**src/rtl/dct_pkg.sv**
```systemverilog
// Shared constants and lane helpers for the row-DCT front end and butterfly stages.
package dct_pkg;

  localparam int DCT_DW = 8;
  localparam int DCT_N  = 8;
  localparam int HALF   = DCT_N / 2;

  // LSB position of a lane inside a packed half-row bus.
  function automatic int lane_lsb(input int lane, input int dw);
    return lane * dw;
  endfunction

endpackage

```
**src/rtl/dct_eo_split_if.sv**
```systemverilog
// Serial sample input and parallel even/odd half-row output handshake bundle.
interface dct_eo_split_if
  import dct_pkg::*;
#(
  parameter int DW = DCT_DW,
  parameter int N  = DCT_N
);

  logic                  in_valid;
  logic                  in_ready;
  logic [DW-1:0]         in_data;
  logic                  in_last;
  logic                  out_valid;
  logic                  out_ready;
  logic [N/2*DW-1:0]     out_even;
  logic [N/2*DW-1:0]     out_odd;

  modport slave (
    input  in_valid, in_data, in_last, out_ready,
    output in_ready, out_valid, out_even, out_odd
  );

  modport master (
    output in_valid, in_data, in_last, out_ready,
    input  in_ready, out_valid, out_even, out_odd
  );

endinterface

```
**src/rtl/dct_row_bank.sv**
```systemverilog
// One row of N samples; even/odd lanes are pure wiring off the storage.
module dct_row_bank
  import dct_pkg::*;
#(
  parameter int DW = DCT_DW,
  parameter int N  = DCT_N,
  localparam int IW = $clog2(N)
) (
  input  logic                clk,
  input  logic                clr_i,
  input  logic                we_i,
  input  logic [IW-1:0]       idx_i,
  input  logic [DW-1:0]       data_i,
  output logic [N/2*DW-1:0]   even_o,
  output logic [N/2*DW-1:0]   odd_o
);

  logic [DW-1:0] mem_q [N];

  // Sample storage with synchronous clear.
  always_ff @(posedge clk) begin
    if (clr_i) begin
      for (int i = 0; i < N; i++) begin
        mem_q[i] <= '0;
      end
    end else if (we_i) begin
      mem_q[idx_i] <= data_i;
    end
  end

  for (genvar j = 0; j < N / 2; j++) begin : g_lane
    assign even_o[lane_lsb(j, DW) +: DW] = mem_q[2*j];
    assign odd_o[lane_lsb(j, DW) +: DW]  = mem_q[2*j+1];
  end

endmodule

```
**src/rtl/dct_eo_split.sv**
```systemverilog
// Ping-pong even/odd row splitter: serial samples in, one split row per handshake out.
module dct_eo_split
  import dct_pkg::*;
#(
  parameter int DW = DCT_DW,
  parameter int N  = DCT_N
) (
  input  logic            clk,
  input  logic            rst,
  dct_eo_split_if.slave   bus,
  output logic            err_frame
);

  localparam int             IW       = $clog2(N);
  localparam logic [IW-1:0]  LAST_IDX = IW'(N - 1);

  logic [1:0]        full_q, full_d;
  logic              wr_bank_q, wr_bank_d;
  logic              rd_bank_q, rd_bank_d;
  logic [IW-1:0]     wr_idx_q, wr_idx_d;
  logic              err_q, err_d;
  logic              accept_s, row_end_s, short_s, pop_s;
  logic [N/2*DW-1:0] even_s [2];
  logic [N/2*DW-1:0] odd_s  [2];

  assign bus.in_ready  = !rst && !full_q[wr_bank_q];
  assign bus.out_valid = full_q[rd_bank_q];
  assign bus.out_even  = rd_bank_q ? even_s[1] : even_s[0];
  assign bus.out_odd   = rd_bank_q ? odd_s[1]  : odd_s[0];
  assign err_frame     = err_q;

  // Handshake decode and next-state for pointers, full flags and framing error.
  always_comb begin
    accept_s  = bus.in_valid && bus.in_ready;
    row_end_s = accept_s && (wr_idx_q == LAST_IDX);
    short_s   = accept_s && bus.in_last && (wr_idx_q != LAST_IDX);
    pop_s     = full_q[rd_bank_q] && bus.out_ready;
    full_d    = full_q;
    wr_bank_d = wr_bank_q;
    rd_bank_d = rd_bank_q;
    wr_idx_d  = wr_idx_q;
    err_d     = 1'b0;
    // A pop and a completion never target the same bank: a full write bank blocks input.
    if (pop_s) begin
      full_d[rd_bank_q] = 1'b0;
      rd_bank_d         = !rd_bank_q;
    end else begin
      rd_bank_d = rd_bank_q;
    end
    if (row_end_s) begin
      full_d[wr_bank_q] = 1'b1;
      wr_bank_d         = !wr_bank_q;
      wr_idx_d          = '0;
      err_d             = !bus.in_last;
    end else if (short_s) begin
      wr_idx_d = '0;
      err_d    = 1'b1;
    end else if (accept_s) begin
      wr_idx_d = wr_idx_q + 1'b1;
    end else begin
      wr_idx_d = wr_idx_q;
    end
  end

  // Control state registers.
  always_ff @(posedge clk) begin
    if (rst) begin
      full_q    <= 2'b00;
      wr_bank_q <= 1'b0;
      rd_bank_q <= 1'b0;
      wr_idx_q  <= '0;
      err_q     <= 1'b0;
    end else begin
      full_q    <= full_d;
      wr_bank_q <= wr_bank_d;
      rd_bank_q <= rd_bank_d;
      wr_idx_q  <= wr_idx_d;
      err_q     <= err_d;
    end
  end

  for (genvar b = 0; b < 2; b++) begin : g_bank
    dct_row_bank #(.DW(DW), .N(N)) u_bank (
      .clk    (clk),
      .clr_i  (rst),
      .we_i   (accept_s && (wr_bank_q == 1'(b))),
      .idx_i  (wr_idx_q),
      .data_i (bus.in_data),
      .even_o (even_s[b]),
      .odd_o  (odd_s[b])
    );
  end

endmodule

```
**src/flat_wrapper.sv**
```systemverilog
// flat-port wrapper written by rule: the top's interface ports become plain ports
module dct_eo_split_flat import dct_pkg::*;
#(
  parameter int DW = DCT_DW,
  parameter int N  = DCT_N
)
  (clk, rst, err_frame, bus_in_valid, bus_in_data, bus_in_last, bus_out_ready, bus_in_ready, bus_out_valid, bus_out_even, bus_out_odd);
  dct_eo_split_if #(.DW(DW), .N(N)) bus_i ();
  input  logic clk;
  input  logic rst;
  output logic err_frame;
  input wire logic [$bits(bus_i.in_valid)-1:0] bus_in_valid;
  input wire logic [$bits(bus_i.in_data)-1:0] bus_in_data;
  input wire logic [$bits(bus_i.in_last)-1:0] bus_in_last;
  input wire logic [$bits(bus_i.out_ready)-1:0] bus_out_ready;
  output wire logic [$bits(bus_i.in_ready)-1:0] bus_in_ready;
  output wire logic [$bits(bus_i.out_valid)-1:0] bus_out_valid;
  output wire logic [$bits(bus_i.out_even)-1:0] bus_out_even;
  output wire logic [$bits(bus_i.out_odd)-1:0] bus_out_odd;
  assign bus_i.in_valid = bus_in_valid;
  assign bus_i.in_data = bus_in_data;
  assign bus_i.in_last = bus_in_last;
  assign bus_i.out_ready = bus_out_ready;
  assign bus_in_ready = bus_i.in_ready;
  assign bus_out_valid = bus_i.out_valid;
  assign bus_out_even = bus_i.out_even;
  assign bus_out_odd = bus_i.out_odd;
  dct_eo_split #(.DW(DW), .N(N)) u_core (.clk(clk), .rst(rst), .bus(bus_i), .err_frame(err_frame));
endmodule
```
**config.mk**
```make
export PLATFORM = sky130hd
export DESIGN_NAME = dct_eo_split_flat
export DESIGN_NICKNAME = d
export VERILOG_FILES = /design/src/rtl/dct_pkg.sv /design/src/rtl/dct_eo_split_if.sv /design/src/rtl/dct_row_bank.sv /design/src/rtl/dct_eo_split.sv /design/src/flat_wrapper.sv
export SDC_FILE = /design/constraint.sdc
export NUM_CORES = 1
export LEC_CHECK = 0
export CORE_AREA = 8 8 130 120
export CTS_BUF_LIST = sky130_fd_sc_hd__clkbuf_2 sky130_fd_sc_hd__clkbuf_4 sky130_fd_sc_hd__clkbuf_8
export DETAILED_ROUTE_END_ITERATION = 6
export DIE_AREA = 0 0 138 128
export GPL_TIMING_DRIVEN = 0
export PLACE_DENSITY = 0.67
export SLEW_MARGIN = 20
export SYNTH_ARGS = -nofsm -noshare
export SYNTH_HDL_FRONTEND = slang
export SYNTH_SLANG_ARGS = --single-unit
```
**constraint.sdc**
```tcl
create_clock -name clk -period 5.3 [get_ports clk]
set_input_delay 1.06 -clock clk [delete_from_list [all_inputs] [get_ports clk]]
set_output_delay 1.06 -clock clk [all_outputs]
set_load 0.005 [all_outputs]
```
# Word level (Yosys, flattened, before mapping)
# Memory sizes are Yosys's and may differ from the RTL's.
# Index checks and enable logic that the tools add are counted.
# op_classes
addsub	1
n_mul	0
div	0
order_cmp	4
eq_ne	2
n_shift	0
n_mux	28
bitwise	4
reduce_logical	18
# op_table
op	count
$mux W32	2
$mux W1	18
$mux W8	2
$reduce_or A8 Y1	2
$logic_and A1 B1 Y1	10
$mux W3	2
$logic_not A1 Y1	5
$lt A1 B2 Y1 const B	2
$mux W2	2
$add A3 B1 Y3 const B	1
$eq A3 B3 Y1 const B	1
$ne A3 B3 Y1 const B	1
$reduce_or A3 Y1	1
$and A2 B2 Y2	1
$demux W1 S1	2
$ge A1 B1 Y1 const B	2
$not A2 Y2	1
$or A2 B2 Y2	1
$not A1 Y1	1
# totals
ff_bits	8
latchBits	0
mem_bits_rw	128
mem_bits_ro	0
input_bits	13
output_inout_bits	67
wordCells	64
n_memories	2
# mem_list
name	depth	width	rd	rd_clocked_by_memory_dff	wr	line	rtl
u_core.g_bank[0].u_bank.mem_q	8	8	8	0	8	dct_row_bank.sv:18	logic [DW-1:0] mem_q [N];
u_core.g_bank[1].u_bank.mem_q	8	8	8	0	8	dct_row_bank.sv:18	

# Logic depth before layout (Yosys ltp)
# Gate-level depths: netlist of the first run.
# depth
depth_word	11
ltp_mapped	6
depth_no_buf	5

# Modules after synthesis
# From an unflattened synthesis of the first run, not the netlist that was laid out.
# unflattened
cells_unflattened	453
area_unflattened_um2	6158.4
# by_module_without_submodules
module	instances	cells_per_inst	area_per_inst_um2	seq_area_each_um2
dct_row_bank	2	169	2461.1	1921.8
dct_eo_split	1	115	1236.2	160.2

# Worst setup path after synthesis of the first run
# No wires, ideal clock.
# synth_path
path_type	input port to output port
start	input rst
end	output bus_in_ready
arrival_ns	1.617
required_ns	4.240
slack_ns	2.623
cell_stages	3
path_cell_list	clkbuf_1 -> clkbuf_1 -> nor2b_1
# synth_via
elab_chain_cells	2
# synth_lines
element	line	rtl
start: declaration	flat_wrapper.sv:10	input logic rst;
$logic_not A1 Y1	dct_eo_split.sv:26	assign bus.in_ready = !rst && !full_q[wr_bank_q];
$logic_and A1 B1 Y1	dct_eo_split.sv:26	
end: declaration	flat_wrapper.sv:16	output wire logic [$bits(bus_i.in_ready)-1:0] bus_in_ready;
# No other way between the ends.

# Worst setup path in the final report of the first run
# layout_path
start	register u_core.rd_bank_q
end	output bus_out_odd[8]
# layout_via
elab_chain_cells	1
# layout_lines
element	line	rtl
start: declaration	dct_eo_split.sv:19	logic rd_bank_q, rd_bank_d;
start signal: assignment	dct_eo_split.sv:76	rd_bank_q <= rd_bank_d;
$mux W32	dct_eo_split.sv:29	assign bus.out_odd = rd_bank_q ? odd_s[1] : odd_s[0];
end: declaration	flat_wrapper.sv:19	output wire logic [$bits(bus_i.out_odd)-1:0] bus_out_odd;
# No other way between the ends.

==> run_summary.xml, run 1 <==
<?xml version="1.0" encoding="UTF-8"?>
<metrics>
  <group name="worst_setup_path">
    <metric name="worst_path_dominant_cell_family" unit="">buffers and inverters</metric>
    <metric name="critical-path-top-cell-by-count" unit="">clkbuf_1</metric>
    <metric name="cp-startpoint" unit="">u_core.rd_bank_q</metric>
    <metric name="crit_path_cell_trace" unit="">clkbuf_1, clkbuf_1, buf_2, mux2_2, clkdlybuf4s50_1</metric>
    <metric name="critPathKind" unit="">register to output port</metric>
    <metric name="critical_path.max_fanout" unit="">10</metric>
    <metric name="critPathCaptureType" unit="">output port</metric>
    <metric name="cp.buffers_inverters" unit="">4</metric>
    <metric name="critical_path_required" unit="ns">4.24</metric>
    <metric name="critical-path-max-stage-delay" unit="ns">0.49</metric>
    <metric name="slowest_stage" unit="">clkbuf_1</metric>
    <metric name="critPathArrivalTime" unit="ns">2.63</metric>
    <metric name="startpoint_type" unit="">register</metric>
    <metric name="regToRegStartpoint" unit="">u_core.wr_bank_q</metric>
  </group>
  <group name="logic_synthesis">
    <metric name="postSynthNetCount" unit="">465</metric>
    <metric name="yosys_warnings" unit="">0</metric>
    <metric name="syn_avg_cell_area" unit="sq um">13.15</metric>
    <metric name="synth_area_leaders" unit="">edfxtp_1, mux2_2, nor2_1, dfxtp_1, nand2_1</metric>
    <metric name="synth.lib_cells_used.distinct" unit="">33</metric>
    <metric name="ys_ff_latch" unit="">136</metric>
    <metric name="yosys.area.top_type_share" unit="">0.6496</metric>
    <metric name="post-synth-top-area-cell" unit="">edfxtp_1</metric>
    <metric name="synthCells" unit="">450</metric>
    <metric name="synth.yosys.seq_area_share" unit="">0.6767</metric>
    <metric name="syn_area" unit="sq um">5917</metric>
  </group>
  <group name="final_layout">
    <metric name="final_layout_net_count" unit="">562</metric>
    <metric name="multi_input_comb_area" unit="sq um">1767</metric>
    <metric name="antennaDiodeCount" unit="">0</metric>
    <metric name="final-seq-area" unit="sq um">4004</metric>
    <metric name="synthToLayoutAreaGrowth" unit="%">22.92</metric>
    <metric name="num-fill-cells" unit="">1167</metric>
    <metric name="layout-drive-gt1-share" unit="">0.2089</metric>
  </group>
  <group name="timing">
    <metric name="max_slew.worst_pin.slew" unit="ns">0.9627</metric>
    <metric name="final_min_period_over_clock_period" unit="">0.6966</metric>
    <metric name="timing.max_slew.rel_slack" unit="">0.3523</metric>
    <metric name="fin_hold_ws" unit="ns">0.5941</metric>
    <metric name="setup_repair_after_global_routing_missed_its_margin" unit="">no</metric>
    <metric name="setup_tns" unit="ns">0</metric>
    <metric name="hold_viol" unit="">0</metric>
    <metric name="finalSetupViolations" unit="">0</metric>
    <metric name="min_period" unit="ns">3.692</metric>
    <metric name="final.setup.worst_slack" unit="ns">1.608</metric>
    <metric name="fmax" unit="MHz">270.9</metric>
    <metric name="skew" unit="ns">0.008310</metric>
    <metric name="final-max-slew-violation-count" unit="">0</metric>
  </group>
  <group name="worst_hold_path">
    <metric name="hp-class" unit="">register to register</metric>
    <metric name="worst_hold_startpoint" unit="">u_core.wr_idx_q[2]</metric>
  </group>
  <group name="place">
    <metric name="dp.final_hpwl" unit="um">10020</metric>
    <metric name="place_worst_setup_slack" unit="ns">1.926</metric>
    <metric name="gp_congestion" unit="">0.8506</metric>
    <metric name="numPortBuffers" unit="">78</metric>
  </group>
  <group name="pwr">
    <metric name="static-leakage-power" unit="nW">2.566</metric>
    <metric name="vdd_ir_drop_max" unit="mV">0.1626</metric>
    <metric name="design_power_total" unit="mW">2.167</metric>
    <metric name="power_density" unit="nW/um^2">297.9</metric>
  </group>
  <group name="run">
    <metric name="maxCapViolCount" unit="">0</metric>
  </group>
  <group name="drt">
    <metric name="drt_first_pass_iters" unit="">7</metric>
    <metric name="postRouteAntennaNets" unit="">0</metric>
    <metric name="drt_wl_total" unit="um">14380</metric>
    <metric name="via_per_inst" unit="">5.359</metric>
    <metric name="post_drt_wl_per_cell" unit="um">19.65</metric>
    <metric name="detailedRoute.firstIterationViolations" unit="">364</metric>
    <metric name="route.vias.total" unit="">3923</metric>
    <metric name="drcViolationCount" unit="">0</metric>
  </group>
  <group name="clocking">
    <metric name="numClockSinks" unit="">136</metric>
    <metric name="tritoncts_clock_tree" unit="">done</metric>
    <metric name="cts-hold-fix-buffers" unit="">0</metric>
    <metric name="cts.repair.resized" unit="">0</metric>
    <metric name="cts_buffer_depth" unit="">2</metric>
    <metric name="clkLatencyLatePin" unit="ns">0.45</metric>
    <metric name="level_count_of_the_clock_h_tree" unit="">4</metric>
    <metric name="post-cts-setup-buffers" unit="">0</metric>
    <metric name="cts.reportedPaths.clkPinSlew" unit="ns">0.07</metric>
    <metric name="cts_inserted_buffers" unit="">17</metric>
    <metric name="cts_root_buf" unit="">clkbuf_8</metric>
  </group>
  <group name="global_route">
    <metric name="initial_antenna_violation_count" unit="">0</metric>
    <metric name="grt_use_total" unit="">0.1645</metric>
    <metric name="grt_first_pass_wirelength" unit="um">22070</metric>
    <metric name="grt_overflow_total" unit="">0</metric>
    <metric name="grt_pass1_vias" unit="">4049</metric>
    <metric name="grt_max_degree" unit="">17</metric>
  </group>
  <group name="die">
    <metric name="initial_utilization" unit="">0.4369</metric>
    <metric name="core_region_area" unit="sq um">13540</metric>
    <metric name="io_pins" unit="">80</metric>
    <metric name="die_area" unit="sq um">17660</metric>
    <metric name="row_count" unit="">41</metric>
    <metric name="die_width" unit="um">138</metric>
    <metric name="chipHeight" unit="um">128</metric>
  </group>
  <group name="outcome">
    <metric name="outcome" unit="">completed</metric>
  </group>
</metrics>
==> cells in the mapped netlist <==
cell	n
nand3b_1	1
a31o_2	1
a311oi_1	1
a31oi_1	2
mux2_2	65
nand4b_1	1
xor2_1	1
nor2_2	13
nand2b_1	4
nand3_1	2
inv_2	1
nor3_1	3
o22ai_1	1
and3_1	3
nor2b_1	4
nor4_1	2
mux2i_1	1
and2_1	2
dfxtp_1	8
ha_1	2
buf_1	2
clkbuf_1	20
or4_4	1
buf_2	3
nor4b_1	1
a21o_1	16
a21oi_1	1
edfxtp_1	128
o21ai_0	2
nand4_1	2
nor2_1	119
buf_6	4
nand2_1	33
==> worst register-to-register path, delay by kind of cell, from the launching register on <==
kind	cells	cell delay, ns
and+or+nand+nor	1	0.81
AOI/OAI and AO/OA	1	0.48
DFF	1	0.46
buffers and inverters	1	0.11
==> layout make-up <==
type / instances / area share
Buffer: 29 / 0.01961
Inverter: 1 / 0.0005161
Timing Repair Buffer: 78 / 0.1073
Clock inverter: 13 / 0.01531
Clock buffer: 19 / 0.03423
Multi-Input combinational cell: 284 / 0.2429
Sequential cell: 136 / 0.5505
Tap cell: 172 / 0.02959
==> path summary, 6_finish.rpt <==
kind / to / slack [ns] / cells past startpoint
min: u_core.wr_idx_q[2] / 0.59 / 2
min reg2reg: u_core.wr_idx_q[2] / 0.59 / 2
max: bus_out_odd[8] / 1.61 / 5
max reg2reg: u_core.g_bank[1].u_bank.mem_q[7][6] / 3.09 / 3
==> state kept, by name, indices dropped and copies added, names as in the netlist <==
name	flops
u_core.err_frame	1
u_core.full_q	2
u_core.g_bank.u_bank.mem_q	128
u_core.rd_bank_q	1
u_core.wr_bank_q	1
u_core.wr_idx_q	3
==> routing by layer <==
metal,vias up,routed length [um],GRT usage
met5,-,0,0
met4,0,365,0.07344
met3,35,1179,0.04963
met2,176,6837,0.2665
met1,1917,6001,0.1997
li1,1795,-,-
==> placed cells by master (no fill, tap or decap), types with 3 or more instances in the layout <==
| cell type | instances |
|---|---|
| nand2_1 | 33 |
| mux2_2 | 65 |
| a21o_1 | 16 |
| and3_1 | 3 |
| nor2_2 | 13 |
| clkinv_2 | 8 |
| clkbuf_8 | 17 |
| buf_2 | 3 |
| nor2b_1 | 4 |
| clkinv_1 | 3 |
| buf_6 | 4 |
| nor2_1 | 119 |
| clkbuf_1 | 20 |
| clkdlybuf4s50_1 | 78 |
| nor3_1 | 3 |
| edfxtp_1 | 128 |
| dfxtp_1 | 8 |
| nand2b_1 | 4 |
==> report_power, final <==
group          leakage [nW]  total (mW)  internal [mW]  switching, mW
Clock                 0.196       0.799          0.415          0.383
Sequential             1.39        1.22           1.21         0.0106
Combinational         0.982       0.148         0.0677         0.0799
Total                  2.57        2.17           1.69          0.474
==> logic make-up after synthesis <==
kind of cell,Yosys count,synth area share
mux,66,0.1254
fa+ha+maj,2,0.004229
buf+inv,30,0.02474
compound gates,24,0.02897
xor+xnor,1,0.001480
simple gates,191,0.1385
flops,136,0.6767
==> through the flow <==
step | std cells | instance area [sq um] | utilization
2_1_floorplan | 450 | 5917 | -
3_3_place_gp | 700 | 6913 | 0.5104
3_5_place_dp | 700 | 6913 | 0.5104
4_1_cts | 732 | 7273 | 0.5370
5_1_grt | 732 | 7273 | 0.5370
6_report | 732 | 7273 | 0.5370
Power figures use the tool's default switching activity.
==> run 2: changes to the inputs <==
clock period = 3.6 ns   (was 5.3 ns; I/O delays follow)
==> results of run 2 <==
The final DEF is identical to that of run 1. Status: completed.
Main changes from that run: setup slack after placement 1.926 ns -> 0.5821 ns; setup slack after layout 1.608 ns -> 0.2480 ns; register-to-register setup slack 3.09 ns -> 1.39 ns; total power 2.167 mW -> 3.190 mW; worst IR drop on VDD 0.1626 mV -> 0.2394 mV
==> run 3: changes to the inputs <==
CORE_AREA = 8 8 119 110   (was 8 8 130 120)
DIE_AREA = 0 0 127 118   (was 0 0 138 128)
PLACE_DENSITY = 0.78   (was 0.67)
==> run 3 against run 2 <==
Die area is 15% lower; first-iteration DRC count increased by 2.5%; sequential power about the same; sequential share of layout area shrank 0.28 points; maximum frequency fell by 3.0%; via count decreased by 1.1%; worst hold slack gained 0.014 ns; clock power rose by 17%; largest cell class unchanged.
==> run_summary.xml, run 3 (synthesized netlist as in run 1, its figures left out) <==
<?xml version="1.0" encoding="UTF-8"?>
<metrics>
  <group name="clocking">
    <metric name="cts-hold-fix-buffers" unit="">0</metric>
    <metric name="cts.repair.resized" unit="">0</metric>
    <metric name="cts_inserted_buffers" unit="">17</metric>
    <metric name="numClockSinks" unit="">136</metric>
    <metric name="cts_root_buf" unit="">clkbuf_8</metric>
    <metric name="level_count_of_the_clock_h_tree" unit="">4</metric>
    <metric name="post-cts-setup-buffers" unit="">0</metric>
    <metric name="cts_buffer_depth" unit="">2</metric>
    <metric name="clkLatencyLatePin" unit="ns">0.44</metric>
    <metric name="cts.reportedPaths.clkPinSlew" unit="ns">0.09</metric>
    <metric name="tritoncts_clock_tree" unit="">done</metric>
  </group>
  <group name="die">
    <metric name="die_area" unit="sq um">14990</metric>
    <metric name="chipHeight" unit="um">118</metric>
    <metric name="io_pins" unit="">80</metric>
    <metric name="initial_utilization" unit="">0.5325</metric>
    <metric name="row_count" unit="">37</metric>
    <metric name="core_region_area" unit="sq um">11110</metric>
    <metric name="die_width" unit="um">127</metric>
  </group>
  <group name="final_layout">
    <metric name="largest_register_ff_count" unit="">128</metric>
    <metric name="antennaDiodeCount" unit="">0</metric>
    <metric name="synthToLayoutAreaGrowth" unit="%">23.56</metric>
    <metric name="final_layout_net_count" unit="">562</metric>
    <metric name="layout-drive-gt1-share" unit="">0.2143</metric>
    <metric name="num-fill-cells" unit="">824</metric>
    <metric name="most-common-layout-cells" unit="">edfxtp_1, nor2_1, clkdlybuf4s50_1</metric>
    <metric name="reg_top3" unit="">u_core.g_bank.u_bank.mem_q x128, u_core.wr_idx_q x3, u_core.full_q x2</metric>
    <metric name="registers.top_by_ff_count" unit="">u_core.g_bank.u_bank.mem_q</metric>
    <metric name="post_layout_nonfiller_instances" unit="">696</metric>
    <metric name="most_common_cell_after_layout_fill_and_taps_aside" unit="">edfxtp_1</metric>
  </group>
  <group name="global_route">
    <metric name="initial_antenna_violation_count" unit="">0</metric>
    <metric name="grt_pass1_vias" unit="">4059</metric>
    <metric name="grt_max_degree" unit="">17</metric>
    <metric name="grt_first_pass_wirelength" unit="um">21760</metric>
    <metric name="grt_overflow_total" unit="">0</metric>
    <metric name="grt_use_total" unit="">0.1916</metric>
  </group>
  <group name="run">
    <metric name="maxCapViolCount" unit="">0</metric>
  </group>
  <group name="timing">
    <metric name="setup_repair_after_global_routing_missed_its_margin" unit="">no</metric>
    <metric name="skew" unit="ns">0.01426</metric>
    <metric name="fmax" unit="MHz">289.3</metric>
    <metric name="max_slew.worst_pin.slew" unit="ns">0.9934</metric>
    <metric name="setup_tns" unit="ns">0</metric>
    <metric name="finalSetupViolations" unit="">0</metric>
    <metric name="final_min_period_over_clock_period" unit="">0.9600</metric>
    <metric name="hold_viol" unit="">0</metric>
    <metric name="min_period" unit="ns">3.456</metric>
    <metric name="final-max-slew-violation-count" unit="">0</metric>
    <metric name="timing.max_slew.rel_slack" unit="">0.3316</metric>
  </group>
  <group name="pwr">
    <metric name="power_density" unit="nW/um^2">463.6</metric>
    <metric name="vdd_ir_drop_max" unit="mV">0.2135</metric>
    <metric name="static-leakage-power" unit="nW">2.585</metric>
    <metric name="design_power_total" unit="mW">3.389</metric>
  </group>
  <group name="drt">
    <metric name="drt_wl_total" unit="um">13990</metric>
    <metric name="route.vias.total" unit="">3879</metric>
    <metric name="postRouteAntennaNets" unit="">0</metric>
    <metric name="detailedRoute.firstIterationViolations" unit="">373</metric>
    <metric name="via_per_inst" unit="">5.573</metric>
    <metric name="drcViolationCount" unit="">0</metric>
    <metric name="post_drt_wl_per_cell" unit="um">20.10</metric>
    <metric name="drt_first_pass_iters" unit="">5</metric>
  </group>
  <group name="worst_hold_path">
    <metric name="worst_hold_startpoint" unit="">u_core.wr_idx_q[2]</metric>
    <metric name="hp-class" unit="">register to register</metric>
  </group>
  <group name="place">
    <metric name="numPortBuffers" unit="">78</metric>
    <metric name="dp.final_hpwl" unit="um">9840</metric>
    <metric name="placedCellCount" unit="">664</metric>
    <metric name="gp_congestion" unit="">0.8005</metric>
  </group>
  <group name="worst_setup_path">
    <metric name="regToRegStartpoint" unit="">u_core.wr_bank_q</metric>
    <metric name="startpoint_type" unit="">register</metric>
    <metric name="critical_path_required" unit="ns">2.88</metric>
    <metric name="critical_path.max_fanout" unit="">10</metric>
    <metric name="critPathArrivalTime" unit="ns">2.74</metric>
    <metric name="cp-startpoint" unit="">u_core.rd_bank_q</metric>
    <metric name="critPathKind" unit="">register to output port</metric>
    <metric name="critPathCaptureType" unit="">output port</metric>
  </group>
  <group name="outcome">
    <metric name="outcome" unit="">completed</metric>
  </group>
</metrics>
[run 3: cell types whose count changed in the layout (fill, tap and decap cells not counted), sizes merged]
cell / delta
clkinv: -7
clkbuf: +1
clkinvlp: +4
bufinv: +2
[run 3: area by class of cell]
class | instances | area (sq um) | area share
Buffer | 29 | 142.6 | 0.01951
Clock buffer | 20 | 269.0 | 0.03680
Clock inverter | 12 | 173.9 | 0.02379
Inverter | 1 | 3.754 | 0.0005134
Multi-Input combinational cell | 284 | 1767 | 0.2417
Sequential cell | 136 | 4004 | 0.5477
Tap cell | 136 | 170.2 | 0.02328
Timing Repair Buffer | 78 | 780.7 | 0.1068
[run 3: stage by stage]
step / utilization / hold WS (ns) / cell area [sq um] / worst slack (ns)
global placement: 0.6181 / 0.5485 / 6868 / 0.6111
floorplan: - / 0.4944 / 5917 / 1.453
CTS: 0.6580 / 0.6044 / 7311 / 0.1523
detailed placement: 0.6181 / 0.5930 / 6868 / 0.5705
global route: 0.6580 / 0.6365 / 7311 / 0.06643
finish: 0.6580 / 0.6081 / 7311 / 0.1439
[run 3: where the power goes]
part           internal [mW]  switching (mW)  total, mW
logic                 0.0998           0.115      0.215
clock network          0.796           0.580       1.38
registers               1.78          0.0171       1.80
total                   2.68           0.713       3.39
[run 3: worst paths after layout]
kind                                               to  slack, ns  cells past startpoint
setup / recovery                       bus_out_odd[7]       0.14                      5
hold / removal                     u_core.wr_idx_q[2]       0.61                      2
setup reg to reg  u_core.g_bank[1].u_bank.mem_q[1][1]       1.37                      3
hold reg to reg                    u_core.wr_idx_q[2]       0.61                      2
[run 3: metal layers]
layer  global-route usage  share of wire  wire length [um]
met2               0.3173           0.51              7106
met5                    0              0                 0
met3              0.05072          0.076              1062
met4              0.07949          0.019               267
met1               0.2317           0.40              5556
[run 3: critical path, cell delays in order (launching register included)]
cell and delay (ns):
dfxtp_1 0.31, clkbuf_1 0.17, clkbuf_1 0.57, buf_2 0.38, mux2_2 0.38, clkdlybuf4s50_1 0.48
